## src/rtl/mem_port_arbiter.sv

```systemverilog
// rtl/mem_port_arbiter.sv - two-requester arbiter onto a one-command-in-flight memory port
// Define MEM_ARB_RR_EN for round-robin tie-breaking; otherwise req0 wins every tie.
module mem_port_arbiter #(
  parameter int DATA_WIDTH = 32,
  parameter int ADDR_WIDTH = 32,
  parameter int STRB_WIDTH = DATA_WIDTH/8,
  parameter int RD_TIMEOUT = 15
) (
  input  logic                  clk,
  input  logic                  rst,
  input  logic                  req0_valid,
  output logic                  req0_ready,
  input  logic                  req0_we,
  input  logic [ADDR_WIDTH-1:0] req0_addr,
  input  logic [DATA_WIDTH-1:0] req0_wdata,
  input  logic [STRB_WIDTH-1:0] req0_wstrb,
  input  logic                  req1_valid,
  output logic                  req1_ready,
  input  logic                  req1_we,
  input  logic [ADDR_WIDTH-1:0] req1_addr,
  input  logic [DATA_WIDTH-1:0] req1_wdata,
  input  logic [STRB_WIDTH-1:0] req1_wstrb,
  output logic                  rsp0_valid,
  output logic [DATA_WIDTH-1:0] rsp0_rdata,
  output logic                  rsp0_err,
  output logic                  rsp1_valid,
  output logic [DATA_WIDTH-1:0] rsp1_rdata,
  output logic                  rsp1_err,
  output logic [DATA_WIDTH-1:0] mem_write_data,
  output logic [STRB_WIDTH-1:0] mem_write_strb,
  output logic [ADDR_WIDTH-1:0] mem_w_opt_addr,
  output logic                  mem_write_valid,
  output logic [ADDR_WIDTH-1:0] mem_r_opt_addr,
  output logic                  mem_read_req,
  input  logic [DATA_WIDTH-1:0] mem_read_data,
  input  logic                  mem_read_valid
);

  typedef enum logic [1:0] {IDLE, WRITE, READ_WAIT, RESP} state_t;
  localparam int CW = (RD_TIMEOUT > 1) ? $clog2(RD_TIMEOUT) : 1;

  state_t                r_state;
  logic [CW-1:0]         r_cnt;
  logic                  r_owner;
  logic [ADDR_WIDTH-1:0] r_addr;
  logic [DATA_WIDTH-1:0] r_wdata;
  logic [STRB_WIDTH-1:0] r_wstrb;
  logic                  r_write_valid;
  logic                  r_read_req;
  logic                  r_rsp_valid;
  logic                  r_rsp_err;
  logic [DATA_WIDTH-1:0] r_rsp_rdata;

  logic                  w_idle;
  logic                  w_take;
  logic                  w_grant1;
  logic                  w_we;
  logic [ADDR_WIDTH-1:0] w_addr;
  logic [DATA_WIDTH-1:0] w_wdata;
  logic [STRB_WIDTH-1:0] w_wstrb;
  logic                  w_rsp0;
  logic                  w_rsp1;

`ifdef MEM_ARB_RR_EN
  logic r_last_grant;
  assign w_grant1 = req1_valid & (~req0_valid | ~r_last_grant);
`else
  assign w_grant1 = req1_valid & ~req0_valid;
`endif

  // ready is gated by rst so every output reads 0 while reset is held
  assign w_idle     = (r_state == IDLE) & ~rst;
  assign w_take     = w_idle & (req0_valid | req1_valid);
  assign req0_ready = w_take & ~w_grant1;
  assign req1_ready = w_idle & w_grant1;

  assign w_we    = w_grant1 ? req1_we    : req0_we;
  assign w_addr  = w_grant1 ? req1_addr  : req0_addr;
  assign w_wdata = w_grant1 ? req1_wdata : req0_wdata;
  assign w_wstrb = w_grant1 ? req1_wstrb : req0_wstrb;

  always_ff @(posedge clk or posedge rst) begin
    if (rst) begin
      r_state       <= IDLE;
      r_cnt         <= '0;
      r_owner       <= 1'b0;
      r_addr        <= '0;
      r_wdata       <= '0;
      r_wstrb       <= '0;
      r_write_valid <= 1'b0;
      r_read_req    <= 1'b0;
      r_rsp_valid   <= 1'b0;
      r_rsp_err     <= 1'b0;
      r_rsp_rdata   <= '0;
`ifdef MEM_ARB_RR_EN
      r_last_grant  <= 1'b1;
`endif
    end else begin
      case (r_state)
        IDLE: begin
          if (w_take) begin
            r_owner <= w_grant1;
            r_addr  <= w_addr;
            r_wdata <= w_wdata;
            r_wstrb <= w_wstrb;
`ifdef MEM_ARB_RR_EN
            r_last_grant <= w_grant1;
`endif
            if (w_we) begin
              r_state       <= WRITE;
              r_write_valid <= 1'b1;
              r_rsp_valid   <= 1'b1;
              r_rsp_err     <= 1'b0;
              r_rsp_rdata   <= '0;
            end else begin
              r_state    <= READ_WAIT;
              r_read_req <= 1'b1;
              r_cnt      <= '0;
            end
          end
        end
        WRITE: begin
          r_write_valid <= 1'b0;
          r_rsp_valid   <= 1'b0;
          r_state       <= IDLE;
        end
        READ_WAIT: begin
          // first-cycle read_valid is a leftover of registered memory latency
          if ((r_cnt != '0) && mem_read_valid) begin
            r_rsp_rdata <= mem_read_data;
            r_rsp_err   <= 1'b0;
            r_rsp_valid <= 1'b1;
            r_read_req  <= 1'b0;
            r_state     <= RESP;
          end else if (r_cnt == CW'(RD_TIMEOUT - 1)) begin
            r_rsp_rdata <= '0;
            r_rsp_err   <= 1'b1;
            r_rsp_valid <= 1'b1;
            r_read_req  <= 1'b0;
            r_state     <= RESP;
          end else begin
            r_cnt <= r_cnt + 1'b1;
          end
        end
        RESP: begin
          r_rsp_valid <= 1'b0;
          r_rsp_err   <= 1'b0;
          r_rsp_rdata <= '0;
          r_state     <= IDLE;
        end
        default: r_state <= IDLE;
      endcase
    end
  end

  assign w_rsp0 = r_rsp_valid & ~r_owner;
  assign w_rsp1 = r_rsp_valid & r_owner;

  assign rsp0_valid = w_rsp0;
  assign rsp0_err   = w_rsp0 & r_rsp_err;
  assign rsp0_rdata = w_rsp0 ? r_rsp_rdata : '0;
  assign rsp1_valid = w_rsp1;
  assign rsp1_err   = w_rsp1 & r_rsp_err;
  assign rsp1_rdata = w_rsp1 ? r_rsp_rdata : '0;

  assign mem_write_valid = r_write_valid;
  assign mem_write_data  = r_wdata;
  assign mem_write_strb  = r_wstrb;
  assign mem_w_opt_addr  = r_addr;
  assign mem_read_req    = r_read_req;
  assign mem_r_opt_addr  = r_addr;

endmodule

```

## config.mk

```make
export PLATFORM = sky130hd
export DESIGN_NAME = mem_port_arbiter
export DESIGN_NICKNAME = d
export VERILOG_FILES = /design/src/rtl/mem_port_arbiter.sv
export SDC_FILE = /design/constraint.sdc
export NUM_CORES = 1
export LEC_CHECK = 0
export CORE_MARGIN = 1.5
export CORE_UTILIZATION = 30
export DETAILED_ROUTE_END_ITERATION = 12
export GPL_TIMING_DRIVEN = 0
export PLACE_DENSITY = 0.67
export SLEW_MARGIN = 20
export SYNTH_ARGS = -nofsm -noshare
export SYNTH_HDL_FRONTEND = slang
export SYNTH_SLANG_ARGS = --single-unit
```

## constraint.sdc

```tcl
create_clock -name clk -period 7.12 [get_ports clk]
set_input_delay 1.78 -clock clk [delete_from_list [all_inputs] [get_ports clk]]
set_output_delay 1.78 -clock clk [all_outputs]
set_load 0.01 [all_outputs]
```

==> summary.md, run 1 <==
| Metric | Value |
|---|---|
| Status | `finished, final reports clean` |
| Peak VDD IR | `0.2113 mV` |
| Final Max Tran Viols | `0` |
| Worst slew pin tran | `approximately 0.63 ns` |
| CTS sink cnt | `around 110` |
| Sequential area share after synthesis | `46.34%` |
| Yosys cell types | `43` |
| Worst Setup Start Kind | `input port` |
| First-pass GRT wire length | `36840 µm` |
| Initial Utilization | `30.70%` |
| Slew HR | `about 58%` |
| Post-CTS Resized | `0` |
| Die Area | `approximately 0.021 mm²` |
| Tcrit/Tclk final | `78.61%` |
| Flops & latches, synth | `111` |
| Fmax | `~0.18 GHz` |
| HP Class | `reg -> reg` |
| Reg area | `0.002778 mm²` |
| Fillers | `1850` |
| GRT overflow | `0` |
| Die X-Extent | `about 140 µm` |
| Vias in the first global route | `6438` |
| DP HPWL | `between 15000 and 20000 µm` |
| Most Crowded Layer GR | `met2` |
| Most frequent cells after synthesis | `nand2_1 (170), dfrtp_1 (111), nor2_1 (70)` |
| Root Buffer | `clkbuf_16` |
| GR Util met2 | `40.42%` |
| Kind of critical path | `in -> out` |
| Cells after synthesis | `733` |
| Post-CTS Hold Buffers | `0` |
| CTS Buf Count | `9` |
| Vias | `6813` |
| Met1 usage | `27.74%` |
| PD cells | `371.7 mW/mm²` |
| Crit end category | `output pin` |
| WL final | `between 20000 and 25000 µm` |
| RSZ-0062 raised after global routing | `false` |
| Reg clk slew, reported paths | `0.07 ns` |
| GR Util All Layers | `23.16%` |
| Post-Syn Area per Cell | `8.178 µm²` |
| Pre-CTS setup slack | `1.496 ns` |
| Fraction of layout cells with a size suffix above 1 | `6.941%` |
| Most instantiated library cell after synthesis | `nand2_1` |
| CTS tree | `done` |
| Final Net Count | `1269` |
| Post-CTS Setup Inserts | `0` |
| CP arrival | `approximately 3.8 ns` |
| Mapped cell area | `0.005994 mm²` |
| CORE AREA | `0.01953 mm²` |
| Antenna-violating nets left | `0` |
| Setup ws final | `1.523 ns` |
| Largest net degree at the start of global routing | `66` |
| Port-buffer cells | `346` |
| Drt drc | `0` |
| Row cnt | `51` |
| Worst-skew pair later-pin latency | `between 0.3 and 0.4 ns` |
| Final GP Congestion | `0.8753` |
| CTS max path bufs | `2` |
| Htree depth | `3` |
| Synthesis warning total | `0` |
| Vias per cell | `between 4 and 5` |
| Leading area contributor after synthesis | `dfrtp_1` |
| GR Util met3 | `5.728%` |
| Initial DRC count | `371` |
| Syn nets | `between 900 and 1000` |
| Final hold violations | `0` |
| First-pass DRT Iterations | `5` |
| Synth-to-Final Area Change | `69.21%` |
| Top cells by area, synth | `dfrtp_1 (46%), nand2_1 (11%), a31oi_1 (6.8%), nor3_1 (5.4%), nor2_1 (4.4%)` |
| Most used DFF post-synth | `dfrtp_1` |
| # setup viols final | `0` |
| Share of the synthesized area in the top cell type | `46.34%` |
| Worst Path Required | `5.34 ns` |
| Number of synthesized flops with an enable pin | `0` |
| Clk_skew | `0.005260 ns` |
| Die height | `144.4 µm` |
| Setup TNS | `0 ns` |
| Initial antenna violation count | `3` |
| IO Pins | `347` |
| Post-synth ARST share | `100.0%` |
| Leakage power | `4.019 nW` |
| Wirelength per Cell | `18.06 µm` |
| Combined area of the multi-input logic cells | `0.002531 mm²` |
| Max Cap Viol | `0` |
| Critical Path Fanout Max | `10` |
| Tmin final | `5.597 ns` |
-- cell type report --
cell class                      count  area share [%]
Clock inverter                      3          0.6661
Inverter                           39           1.493
Sequential cell                   111           27.38
Tap cell                          265           3.269
Buffer                             98           5.316
Multi-Input combinational cell    485           24.95
Timing Repair Buffer              347           34.41
Clock buffer                       12           2.430
Antenna cell                        3         0.07401
-- final timing paths --
path	start	end	slack (ns)	depth (start not counted)
worst min register to register	mem_write_strb[3]$_DFFE_PP0P_	mem_write_strb[3]$_DFFE_PP0P_	0.48	2
worst max-delay path	req0_valid	req1_ready	1.52	6
min in group asynchronous	rst	mem_write_data[7]$_DFFE_PP0P_	1.94	2
max in group asynchronous	rst	mem_r_opt_addr[10]$_DFFE_PP0P_	4.52	3
worst max register to register	r_cnt[0]$_DFFE_PP0P_	r_rsp_rdata[10]$_DFFE_PP0P_	4.96	7
worst min-delay path	mem_write_strb[3]$_DFFE_PP0P_	mem_write_strb[3]$_DFFE_PP0P_	0.48	2
-- registers in the layout (all words and copies together), names as in the netlist --
register         cells
r_rsp_valid          1
mem_write_strb       4
mem_read_req         1
mem_write_data      32
r_owner              1
r_rsp_err            1
r_rsp_rdata         32
mem_write_valid      1
r_cnt                4
mem_r_opt_addr      32
r_state              2
-- layout by cell type, fill, tap and decap left out, drive strengths merged, types with 2 or more instances in the layout --
cell type | Yosys | final
a21oi | 6 | 6
a22oi | 5 | 5
a31oi | 65 | 65
and2 | 2 | 2
buf | 60 | 61
bufinv | 0 | 2
clkbuf | 38 | 50
clkdlybuf4s50 | 0 | 346
dfrtp | 111 | 111
diode | 0 | 3
ha | 3 | 3
inv | 38 | 38
nand2 | 170 | 170
nand2b | 3 | 3
nand3 | 4 | 4
nor2 | 72 | 72
nor2b | 3 | 3
nor3 | 65 | 65
o21ai | 7 | 7
o221ai | 2 | 2
o311ai | 32 | 32
or4 | 31 | 31
-- kinds of logic (layout without fill, tap and decap cells) --
family                   count (synthesis)  in the layout  share of synthesized area (%)
multiplexers                             2              2                         0.5635
AO/OA/AOI/OAI                          127            127                          14.88
adder cells (fa/ha/maj)                  3              3                         0.6262
AND/OR/NAND/NOR                        353            353                          26.15
other                                    0              3                              0
buffers and inverters                  137            499                          11.44
flip-flops                             111            111                          46.34
-- critical path, stage by stage --
cell and delay, ns:
clkdlybuf4s50_1 0.61, nand2b_1 0.14, buf_4 0.16, clkbuf_1 0.43
nor2_1 0.13, clkdlybuf4s50_1 0.55
-- where the power goes --
part	leakage [nW]	internal (W)	switching, W	total, W
Clock	0.149	0.000317	0.000240	0.000557
Sequential	1.32	0.000908	0.000183	0.00109
Combinational	2.55	0.00108	0.00104	0.00212
-- layer usage --
metal / part of all wire, % / wire (µm)
met3: 7.2 / 1767
met4: 2.6 / 639
met2: 50 / 12320
met1: 40 / 9890
met5: 0 / 0
-- stage by stage --
| stage | hold WS (ns) | std cells | area [µm²] | total power (W) | utilization [%] |
|---|---|---|---|---|---|
| 2_1_floorplan | 0.4969 | 733 | 5995 | 0.002101 | - |
| 3_3_place_gp | 0.4700 | 1344 | 9789 | 0.003200 | 50.13 |
| 3_5_place_dp | 0.4713 | 1345 | 9822 | 0.003233 | 50.30 |
| 4_1_cts | 0.4868 | 1360 | 10140 | 0.003794 | 51.91 |
| 5_1_grt | 0.5066 | 1362 | 10140 | 0.004026 | 51.94 |
| 6_report | 0.4836 | 1363 | 10140 | 0.003771 | 51.95 |
(Power assumes the default switching activity.)
==> inputs of run 2 (changes only) <==
==> constraint.sdc (replaced) <==
create_clock -name clk -period 5.3 [get_ports clk]
set_input_delay 1.325 -clock clk [delete_from_list [all_inputs] [get_ports clk]]
set_output_delay 1.325 -clock clk [all_outputs]
set_load 0.01 [all_outputs]
==> results of run 2 <==
Same layout as run 1 (identical final DEF). Status: finished, final reports clean.
Main changes from that run: setup slack after placement 1.496 ns -> 0.5864 ns; setup slack after layout 1.523 ns -> 0.6128 ns; register-to-register setup slack 4.96 ns -> 3.14 ns; total power 0.003771 W -> 0.005066 W; worst IR drop on VDD 0.2113 mV -> 0.2839 mV
